## src/rtl/reg_writeback_ctrl.sv

```systemverilog
// reg_writeback_ctrl: merges unstallable ALU results and handshaked load results
// into the register file's single write port.
//
// Ports:
//   clk, rst_n                     clock (rising edge), asynchronous active-low reset
//   alu_valid/alu_dest/alu_val     ALU result, no backpressure
//   ld_valid/ld_ready/ld_dest/ld_val  load result, valid/ready handshake
//   reg_write/dest_address/dest_val   registered register-file write port
//   wb_busy                        load FIFO non-empty
//   fifo_count                     load FIFO occupancy, 0..DEPTH
//   addr_err                       sticky flag for an out-of-range destination
module reg_writeback_ctrl #(
    parameter int DATA_W   = 16,
    parameter int ADDR_W   = 5,
    parameter int NUM_REGS = 16,
    parameter int DEPTH    = 4,
    localparam int PW      = $clog2(DEPTH),
    localparam int CW      = PW + 1
) (
    input  logic              clk,
    input  logic              rst_n,
    input  logic              alu_valid,
    input  logic [ADDR_W-1:0] alu_dest,
    input  logic [DATA_W-1:0] alu_val,
    input  logic              ld_valid,
    output logic              ld_ready,
    input  logic [ADDR_W-1:0] ld_dest,
    input  logic [DATA_W-1:0] ld_val,
    output logic              reg_write,
    output logic [ADDR_W-1:0] dest_address,
    output logic [DATA_W-1:0] dest_val,
    output logic              wb_busy,
    output logic [CW-1:0]     fifo_count,
    output logic              addr_err
);
    localparam logic [ADDR_W:0] NR   = (ADDR_W + 1)'(NUM_REGS);
    localparam logic [CW-1:0]   FULL = CW'(DEPTH);

    logic [ADDR_W-1:0] dest_q [DEPTH];
    logic [ADDR_W-1:0] dest_d [DEPTH];
    logic [DATA_W-1:0] val_q  [DEPTH];
    logic [DATA_W-1:0] val_d  [DEPTH];
    logic [DEPTH-1:0]  kill_q, kill_d;
    logic [PW-1:0]     rd_q, rd_d, wr_q, wr_d;
    logic [CW-1:0]     cnt_q, cnt_d;
    logic              we_q, we_d, err_q, err_d;
    logic [ADDR_W-1:0] addr_q, addr_d;
    logic [DATA_W-1:0] dval_q, dval_d;
    logic              alu_ok, ld_acc, push, pop;

    assign alu_ok   = alu_valid && ({1'b0, alu_dest} < NR);
    // ld_ready ignores a same-cycle pop, so a full FIFO never pushes.
    assign ld_ready = rst_n && (cnt_q != FULL);
    assign ld_acc   = ld_valid && ld_ready;
    assign push     = ld_acc && ({1'b0, ld_dest} < NR);
    assign pop      = !alu_ok && (cnt_q != '0);

    always_comb begin
        dest_d = dest_q;
        val_d  = val_q;
        kill_d = kill_q;
        // Stale slots may pick up kill bits too; a push always rewrites its kill bit.
        for (int i = 0; i < DEPTH; i++)
            if (alu_ok && dest_q[i] == alu_dest) kill_d[i] = 1'b1;
        if (push) begin
            dest_d[wr_q] = ld_dest;
            val_d[wr_q]  = ld_val;
            kill_d[wr_q] = alu_ok && (ld_dest == alu_dest);
        end
        rd_d   = rd_q + PW'(pop);
        wr_d   = wr_q + PW'(push);
        cnt_d  = cnt_q + CW'(push) - CW'(pop);
        we_d   = alu_ok || (pop && !kill_q[rd_q]);
        addr_d = alu_ok ? alu_dest : pop ? dest_q[rd_q] : addr_q;
        dval_d = alu_ok ? alu_val : pop ? val_q[rd_q] : dval_q;
        err_d  = err_q || (alu_valid && !alu_ok) || (ld_acc && !push);
    end

    always_ff @(posedge clk or negedge rst_n) begin
        if (!rst_n) begin
            kill_q <= '0;
            rd_q   <= '0;
            wr_q   <= '0;
            cnt_q  <= '0;
            we_q   <= 1'b0;
            addr_q <= '0;
            dval_q <= '0;
            err_q  <= 1'b0;
        end else begin
            kill_q <= kill_d;
            rd_q   <= rd_d;
            wr_q   <= wr_d;
            cnt_q  <= cnt_d;
            we_q   <= we_d;
            addr_q <= addr_d;
            dval_q <= dval_d;
            err_q  <= err_d;
        end
    end

    always_ff @(posedge clk) begin
        dest_q <= dest_d;
        val_q  <= val_d;
    end

    assign reg_write    = we_q;
    assign dest_address = addr_q;
    assign dest_val     = dval_q;
    assign wb_busy      = cnt_q != '0;
    assign fifo_count   = cnt_q;
    assign addr_err     = err_q;
endmodule

```

## config.mk

```make
export PLATFORM = sky130hd
export DESIGN_NAME = reg_writeback_ctrl
export DESIGN_NICKNAME = d
export VERILOG_FILES = /design/src/rtl/reg_writeback_ctrl.sv
export SDC_FILE = /design/constraint.sdc
export NUM_CORES = 1
export LEC_CHECK = 0
export CAP_MARGIN = 20
export CORE_MARGIN = 3
export CORE_UTILIZATION = 58
export CTS_CLUSTER_DIAMETER = 50
export CTS_CLUSTER_SIZE = 25
export DETAILED_ROUTE_END_ITERATION = 8
export PLACE_DENSITY = 0.95
export SLEW_MARGIN = 25
export SYNTH_ARGS = -nofsm -noshare
export SYNTH_HDL_FRONTEND = slang
export SYNTH_SLANG_ARGS = --single-unit
```

## constraint.sdc

```tcl
create_clock -name clk -period 4.3 [get_ports clk]
set_input_delay 0.86 -clock clk [delete_from_list [all_inputs] [get_ports clk]]
set_output_delay 0.86 -clock clk [all_outputs]
set_load 0.1 [all_outputs]
```

==> results.ini, run 1 <==
[die]
start_util=0.6117
num_rows=32
io_pins=74
dieWidth_um=97.44
die_area_um2=9495
core_area_um2=7928
die_y_um=97.44

[global_route]
grt_pass1_vias=3416
grt_max_degree=34
grt_pass1_wl_um=18970
grt.total_usage=0.2685
grt.overflow.total=0
antenna_found_initial=0

[timing]
hold_viol=0
final.setup.tns_ps=0
fin_crit_sh=0.7090
clock-skew-final_ps=7.882
fmax_ghz=0.3280
rsz0062_at_grt=no
finalSetupViolations=0
finalCriticalPeriod_ps=3049
max-slew-margin-rel=0.3186
drv_slew=0
tightest_slew_ps=1019

[clock_network]
clk_pin_slew_ps=60
root_buffer=clkbuf_8
numClockSinks=118
clock_latency_ps=510
cts_tree=built
h-tree-depth=4
cts_buffers=17
cts_resized=0
postCtsSetupRepairBufs=0
cts_hold_buffers=0
cts_max_path_buffers=2

[logic_synthesis]
syn_area_per_cell_um2=15.95
synth_top_cell_by_area=edfxtp_1
synthCells=304
synth_area_um2=4850
yosysMostFrequentCell=edfxtp_1
synth_flop_cell=edfxtp_1
yosys-top-cells-count=84 x edfxtp_1, 42 x a21oi_1, 34 x dfrtp_1
synth_cell_types=27
ys_async_sr_fraction=0.2881
synth_area_leaders=edfxtp_1 52%, dfrtp_1 18%, mux4_2 10%
yosysSeqAreaShare=0.6956
ys_seq_elements=118
synth_warnings=0
syn-num-nets=355
synth_top_area_share=0.5201
synth_edf_count=84

[worst_setup_path]
crit_path_start=fifo_count[1]
r2r-start=fifo_count[1]
cp-start-kind=flop
cp_slowest_cell=clkdlybuf4s50_1
path_class=reg -> out
critPathArrivalTime_ps=2190
critical_path_buf_inv_count=1
r2r_setup_slack_ps=1830
cp_max_fo=5
worstPathRequired_ps=3440
crit_family=buffers and inverters
cp-end-kind=output pin
cp_slowest_stage_delay_ps=1190
path_cells=clkdlybuf4s50_1

[placed_design]
hpwl_um=6966
portBuffers=73
place_congestion=0.8299

[power_and_ir_drop]
leakagePower_nw=2.279
power_mw=5.085
peakVddDrop_mv=0.5008
cellPowerDensity_nw_per_um2=802.8

[drt]
vias_per_cell=6.105
drt_iter0_drc=283
drt_pass1_iterations=5
drc=0
drt-total-wl_um=11930
wl_per_cell_um=23.72
route.vias.total=3071
drtAntennaViolNets=0

[job]
cap_violations=0

[layout]
drive_above_1_share=0.1845
final_util=0.7989
synthToLayoutAreaGrowth_pct=30.60
n_antenna_cell=0
nets=439

[min_path]
worst_hold_path_type=in -> async

[status]
status=completed

sequential cells by signal, indices dropped and copies added, names as in the netlist:
| signal | count |
|---|---|
| addr_err | 1 |
| dest_address | 5 |
| dest_q | 20 |
| dest_val | 16 |
| fifo_count | 3 |
| kill_q | 4 |
| rd_q | 2 |
| reg_write | 1 |
| val_q | 64 |
| wr_q | 2 |
area by class of cell:
class,count,area [µm²]
Sequential cell,118,3374
Fill cell,387,1594
Multi-Input combinational cell,164,1401
Timing Repair Buffer,82,792.0
Clock buffer,17,414.1
Clock inverter,15,205.2
Tap cell,102,127.6
Inverter,5,18.77
cell usage in the layout (no fill, tap or decap), types with 5 or more instances in the layout:
cell type,instances
nor3_1,5
nand2_1,24
buf_4,10
clkdlybuf4s50_1,70
edfxtp_1,84
xnor2_1,17
clkbuf_16,16
clkinvlp_4,6
xor2_1,7
dfrtp_1,33
inv_1,5
nor2_1,21
mux4_2,22
a21oi_1,42
power by group:
group          total (mW)  leakage, nW  switching [mW]  internal [mW]
clock                1.46        0.283           0.520          0.942
sequential           1.66         1.15           0.234           1.43
combinational        1.96        0.843            1.35          0.610
through the flow:
step | std cells | cell area, µm² | worst slack, ps | hold WS, ps
floorplan | 304 | 4850 | 1114 | 502.0
global placement | 470 | 5702 | 1191 | 451.1
detailed placement | 471 | 5713 | 1109 | 491.2
CTS | 503 | 6332 | 1205 | 156.5
global route | 503 | 6334 | 1160 | 154.3
finish | 503 | 6334 | 1251 | 174.5
worst paths after layout:
kind                                 end  cells past startpoint
hold / removal                 reg_write                      1
setup reg to reg           fifo_count[2]                     10
setup / recovery           fifo_count[1]                      1
hold reg to reg                 addr_err                      2
min in group clk                addr_err                      2
max in group asynchronous        rd_q[1]                      2
kinds of logic after synthesis:
logic type	synth area share
XOR/XNOR	0.04334
buffers and inverters	0.02167
AND/OR/NAND/NOR	0.06295
AO/OA/AOI/OAI	0.05160
multiplexers	0.1104
flip-flops	0.6956
adder cells (fa/ha/maj)	0.01445
routing by layer:
| metal | routed length (µm) | global-route usage | up-vias |
|---|---|---|---|
| met5 | 0 | 0 | - |
| met4 | 366 | 0.1054 | 0 |
| met3 | 875 | 0.07322 | 34 |
| met2 | 6169 | 0.4533 | 180 |
| met1 | 4518 | 0.3310 | 1546 |
| li1 | - | - | 1311 |
Note: power is estimated with default switching activity, not from simulation.
==> inputs of run 2 (changes only) <==
- CORE_UTILIZATION: 58 -> 54
- PLACE_DENSITY: 0.95 -> 0.9
- clock period: 4.3 -> 2.83 ns (I/O delays scaled with it)
==> results.ini, run 2 (synthesized netlist as in run 1, its figures left out) <==
[layout]
drive_above_1_share=0.2665  ; +0.08197
nets=447  ; +1.8%
mostFrequentLayoutCells=84 x edfxtp_1, 44 x clkdlybuf4s50_1, 43 x buf_4
n_antenna_cell=0  ; unchanged
final_common_cell=edfxtp_1
largest_register=val_q
largest_reg_flops=64  ; unchanged
synthToLayoutAreaGrowth_pct=30.52  ; about the same

[timing]
tightest_slew_ps=544.7  ; -474.3 ps
finalSetupViolations=0  ; unchanged
fin_crit_sh=0.8460
hold_viol=0  ; unchanged
rsz0062_at_grt=no
final.setup.tns_ps=0  ; unchanged
finalCriticalPeriod_ps=2394
drv_slew=0  ; unchanged
max-slew-margin-rel=0.6369  ; +0.3183
fmax_ghz=0.4177
clock-skew-final_ps=5.978  ; -1.905 ps

[job]
cap_violations=0  ; unchanged

[min_path]
worst_hold_path_type=in -> async

[worst_setup_path]
path_class=reg -> out
critical_path_buf_inv_count=3  ; +2
crit_path_start=fifo_count[1]
r2r_setup_slack_ps=590  ; -1240 ps
r2r-start=fifo_count[1]
critPathArrivalTime_ps=1830  ; -360 ps
crit_end=wb_busy
worstPathRequired_ps=2260  ; -1180 ps
cp_slowest_stage_delay_ps=460  ; -730 ps
crit_cells=4  ; +3
cp_max_fo=23  ; +18
r2r_cells=9  ; -1
r2r-end=fifo_count[2]
cp-start-kind=flop
path_cells=nor3_4, buf_4, inv_1, buf_12
cp_slowest_cell=dfrtp_2
crit_family=buffers and inverters
cp-end-kind=output pin

[global_route]
grt_pass1_vias=3261  ; -4.5%
antenna_found_initial=0  ; unchanged
grt_pass1_wl_um=17680  ; -6.8%
grt.total_usage=0.2419  ; -0.02654
grt.overflow.total=0  ; unchanged
grt_max_degree=36  ; +5.9%

[clock_network]
cts_max_path_buffers=2  ; unchanged
postCtsSetupRepairBufs=0  ; unchanged
cts_resized=0  ; unchanged
cts_tree=built
clock_latency_ps=520  ; about the same
cts_buffers=17  ; unchanged
h-tree-depth=4  ; unchanged
root_buffer=clkbuf_8
clk_pin_slew_ps=60  ; about the same
cts_hold_buffers=0  ; unchanged
numClockSinks=118  ; unchanged

[power_and_ir_drop]
p_int_mw=4.426  ; +49%
cellPowerDensity_nw_per_um2=1202  ; +50%
swShare=0.4181  ; +0.004105
combPwrFrac=0.405  ; +0.019
p_clk_frac=0.279  ; -0.008
leakagePower_nw=2.348  ; +3.0%
p_seq_frac=0.316  ; -0.011
p_sw_mw=3.180  ; +51%
power_mw=7.605  ; +50%
peakVddDrop_mv=0.7700  ; +54%

[drt]
vias_per_cell=5.951  ; -2.5%
drt_pass1_iterations=5  ; unchanged
drt-total-wl_um=11250  ; -5.7%
wl_per_cell_um=21.89  ; -7.7%
drt_iter0_drc=249  ; -12%
route.vias.total=3059  ; -0.39%
drc=0  ; unchanged
drtAntennaViolNets=0  ; unchanged

[die]
start_util=0.5729  ; -0.03879
dieWidth_um=100.8  ; +3.4%
die_y_um=100.8  ; +3.4%
io_pins=74  ; unchanged
num_rows=33  ; +3.1%
core_area_um2=8464  ; +6.8%
die_area_um2=10150  ; +6.9%

[placed_design]
portBuffers=73  ; unchanged
place_congestion=0.8036  ; -3.2%
hpwl_um=6741  ; -3.2%

[status]
status=completed

-- run 2: cell types whose count changed in the layout (fill, tap and decap cells not counted), moves of 2 or more --
| cell | change |
|---|---|
| buf_4 | +33 |
| clkdlybuf4s50_1 | -26 |
| clkinv_2 | +2 |
| buf_12 | +2 |
| clkinvlp_4 | -3 |
-- run 2: stage by stage --
step / area, µm² / utilization / hold WS (ps) / instances / setup slack [ps]
2_1_floorplan: 4852 / - / 270.4 / 304 / 1.506
3_3_place_gp: 5736 / 0.6776 / 456.8 / 482 / 302.9
3_5_place_dp: 5736 / 0.6776 / 482.5 / 482 / 203.4
4_1_cts: 6330 / 0.7478 / 188.9 / 514 / 401.9
5_1_grt: 6330 / 0.7478 / 200.5 / 514 / 317.6
6_report: 6330 / 0.7478 / 163.4 / 514 / 435.7
-- run 2: worst register-to-register path: cells and delay by family (launching register included) --
kind          cells  cell delay (ps)
fa+ha+maj         3              720
flops             1              460
simple gates      2              560
buf+inv           2              110
xor+xnor          2              320
-- run 2: cell type report --
class / count / area, µm²
multi-input cells: 164 / 1401
flip-flops and latches: 118 / 3376
clock inverters: 15 / 180.2
fillers: 454 / 2135
well taps: 105 / 131.4
inverters: 5 / 18.77
clock buffers: 17 / 414.1
repair buffers: 90 / 808.3
-- run 2: metal layers --
metal | part of all wire | vias to the layer above | track usage
met5 | 0 | - | 0
met3 | 0.076 | 25 | 0.06505
met2 | 0.53 | 164 | 0.3975
met4 | 0.020 | 0 | 0.09845
li1 | - | 1324 | -
met1 | 0.38 | 1546 | 0.3067
-- run 2: power by group through the flow --
stage	Clock, mW	Sequential (mW)	Combinational, mW
floorplan	0	3.69	1.02
global placement	0	2.39	3.01
detailed placement	0	2.42	3.07
CTS	2.15	2.40	3.11
global route	2.23	2.43	3.23
finish	2.12	2.40	3.08
-- run 2: how the worst min path moves through the flow --
stage | startpoint | slack [ps] | endpoint
after floorplan | rst_n | 270 | addr_err
after global placement | addr_err | 460 | addr_err
after detailed placement | addr_err | 480 | addr_err
after CTS | rst_n | 190 | dest_val[4]
after global routing | rst_n | 200 | dest_val[4]
final | rst_n | 160 | dest_val[4]
==> inputs of run 3 (changes only) <==
- CORE_UTILIZATION: 54 -> 48
- PLACE_DENSITY: 0.9 -> 0.85
- clock period: 2.83 -> 2.2 ns (I/O delays scaled with it)
==> results.ini, run 3 (synthesized netlist as in run 1, its figures left out) <==
[worst_setup_path]
critPathArrivalTime_ps=1770  ; -60 ps
cp_max_fo=3  ; -87%
path_class=reg -> out
worstPathRequired_ps=1760  ; -500 ps
cp-start-kind=flop
cp-end-kind=output pin
r2r_setup_slack_ps=50  ; -540 ps

[power_and_ir_drop]
p_sw_mw=4.070  ; +28%
p_int_mw=5.916  ; +34%
peakVddDrop_mv=0.9237  ; +20%
p_clk_frac=0.266  ; -0.013
swShare=0.4076  ; -0.01053
cellPowerDensity_nw_per_um2=1525  ; +27%
combPwrFrac=0.427  ; +0.022
leakagePower_nw=2.440  ; +3.9%
power_mw=9.986  ; +31%
p_seq_frac=0.307  ; -0.009

[status]
status=finished, violations left
violations=setup timing

[timing]
fmax_ghz=0.4524
holdWs_ps=28.42  ; -135.0 ps
fin_crit_sh=1.005
clock-skew-final_ps=9.996  ; +4.018 ps
hold_viol=0  ; unchanged
setup_slack_ps=-10.29  ; -446.0 ps
drv_slew=0  ; unchanged
rsz0062_at_grt=yes
finalSetupViolations=2  ; +2
max-slew-margin-rel=0.6689  ; +0.03202
finalCriticalPeriod_ps=2210
tightest_slew_ps=496.6  ; -48.03 ps

[die]
num_rows=36  ; +9.1%
core_area_um2=9819  ; +16%
die_area_um2=11350  ; +12%
io_pins=74  ; unchanged
start_util=0.4939  ; -0.07907
die_y_um=106.5  ; +5.7%
dieWidth_um=106.5  ; +5.7%

[layout]
mostFrequentLayoutCells=84 x edfxtp_1, 47 x buf_4, 44 x clkdlybuf4s50_1
n_antenna_cell=0  ; unchanged
nets=457  ; +2.2%
layout.cells.non_filler=552  ; +7.4%
drive_above_1_share=0.3031  ; +0.03660
final_util=0.6669  ; -0.08090
synthToLayoutAreaGrowth_pct=35.04
largest_register=val_q
largest_reg_flops=64  ; unchanged
final_common_cell=edfxtp_1

[drt]
drt_iter0_drc=188  ; -24%
wl_per_cell_um=20.59  ; -5.9%
drtAntennaViolNets=0  ; unchanged
drt-total-wl_um=11370  ; +1.0%
vias_per_cell=5.440  ; -8.6%
drc=0  ; unchanged
drt_pass1_iterations=4  ; -1
route.vias.total=3003  ; -1.8%

[job]
cap_violations=0  ; unchanged

[clock_network]
cts_tree=built
numClockSinks=118  ; unchanged
root_buffer=clkbuf_8
cts_max_path_buffers=2  ; unchanged
h-tree-depth=4  ; unchanged
clk_pin_slew_ps=60  ; about the same
cts_buffers=17  ; unchanged
clock_latency_ps=520  ; about the same

[placed_design]
place_congestion=0.8189  ; +1.9%
hpwl_um=7054  ; +4.6%
portBuffers=73  ; unchanged
place_ws_ps=-274.4  ; -477.8 ps
dp.cells=516  ; +7.1%

[global_route]
grt.total_usage=0.2166  ; -0.02535
antenna_found_initial=0  ; unchanged
grt.overflow.total=0  ; unchanged
grt_pass1_vias=3309  ; +1.5%
grt_pass1_wl_um=17800  ; +0.67%
grt_max_degree=36  ; unchanged

[min_path]
worst_hold_path_type=in -> async

[run 3: per-stage QoR]
step / TNS (ps) / cell area [µm²]
after floorplan: -813.4 / 4921
after global placement: -272.8 / 5877
after detailed placement: -383.9 / 5877
after CTS: -20.67 / 6518
after global routing: -135.6 / 6549
final: -10.50 / 6549
[run 3: final cells by class]
class / count / area, µm²
flip-flops and latches: 118 / 3385
fillers: 679 / 3271
multi-input cells: 164 / 1449
repair buffers: 100 / 953.4
clock buffers: 21 / 439.2
well taps: 133 / 166.4
clock inverters: 11 / 132.6
inverters: 5 / 23.77
[run 3: path summary, 6_finish.rpt]
check | from | endpoint | cells past startpoint
max in group asynchronous | rst_n | fifo_count[2] | 2
worst max register to register | fifo_count[0] | fifo_count[2] | 9
min in group clk | alu_val[8] | dest_val[8] | 3
worst max-delay path | fifo_count[1] | wb_busy | 5
worst min register to register | addr_err | addr_err | 2
worst min-delay path | rst_n | dest_address[2] | 2
[run 3: repair_timing]
action                                  4_1_cts  5_1_grt
gates resized for setup                       7        6
setup buffers                                 2        1
hold buffers                                  0        0
gates cloned                                  1        0
endpoints found under the setup margin        2        3
pin swaps                                     1        5
[run 3: per-layer routing]
metal / up-vias / wire (µm) / track usage
li1: 1347 / - / -
met1: 1529 / 4268 / 0.2635
met2: 111 / 6135 / 0.3674
met3: 16 / 768 / 0.06193
met4: 0 / 194 / 0.08402
met5: - / 0 / 0
[run 3: worst max-delay path: stages, from the launching register on]
cell and delay [ps]:
dfrtp_4 470, buf_6 130, nor3_4 290, buf_12 160
inv_6 30, buf_12 150
[run 3: power groups by stage]
stage	Sequential, mW	Clock, mW	Combinational [mW]
2_1_floorplan	4.80	0	1.37
3_3_place_gp	3.05	0	4.01
3_5_place_dp	3.09	0	4.09
4_1_cts	3.05	2.69	4.24
5_1_grt	3.10	2.80	4.48
6_report	3.06	2.66	4.26
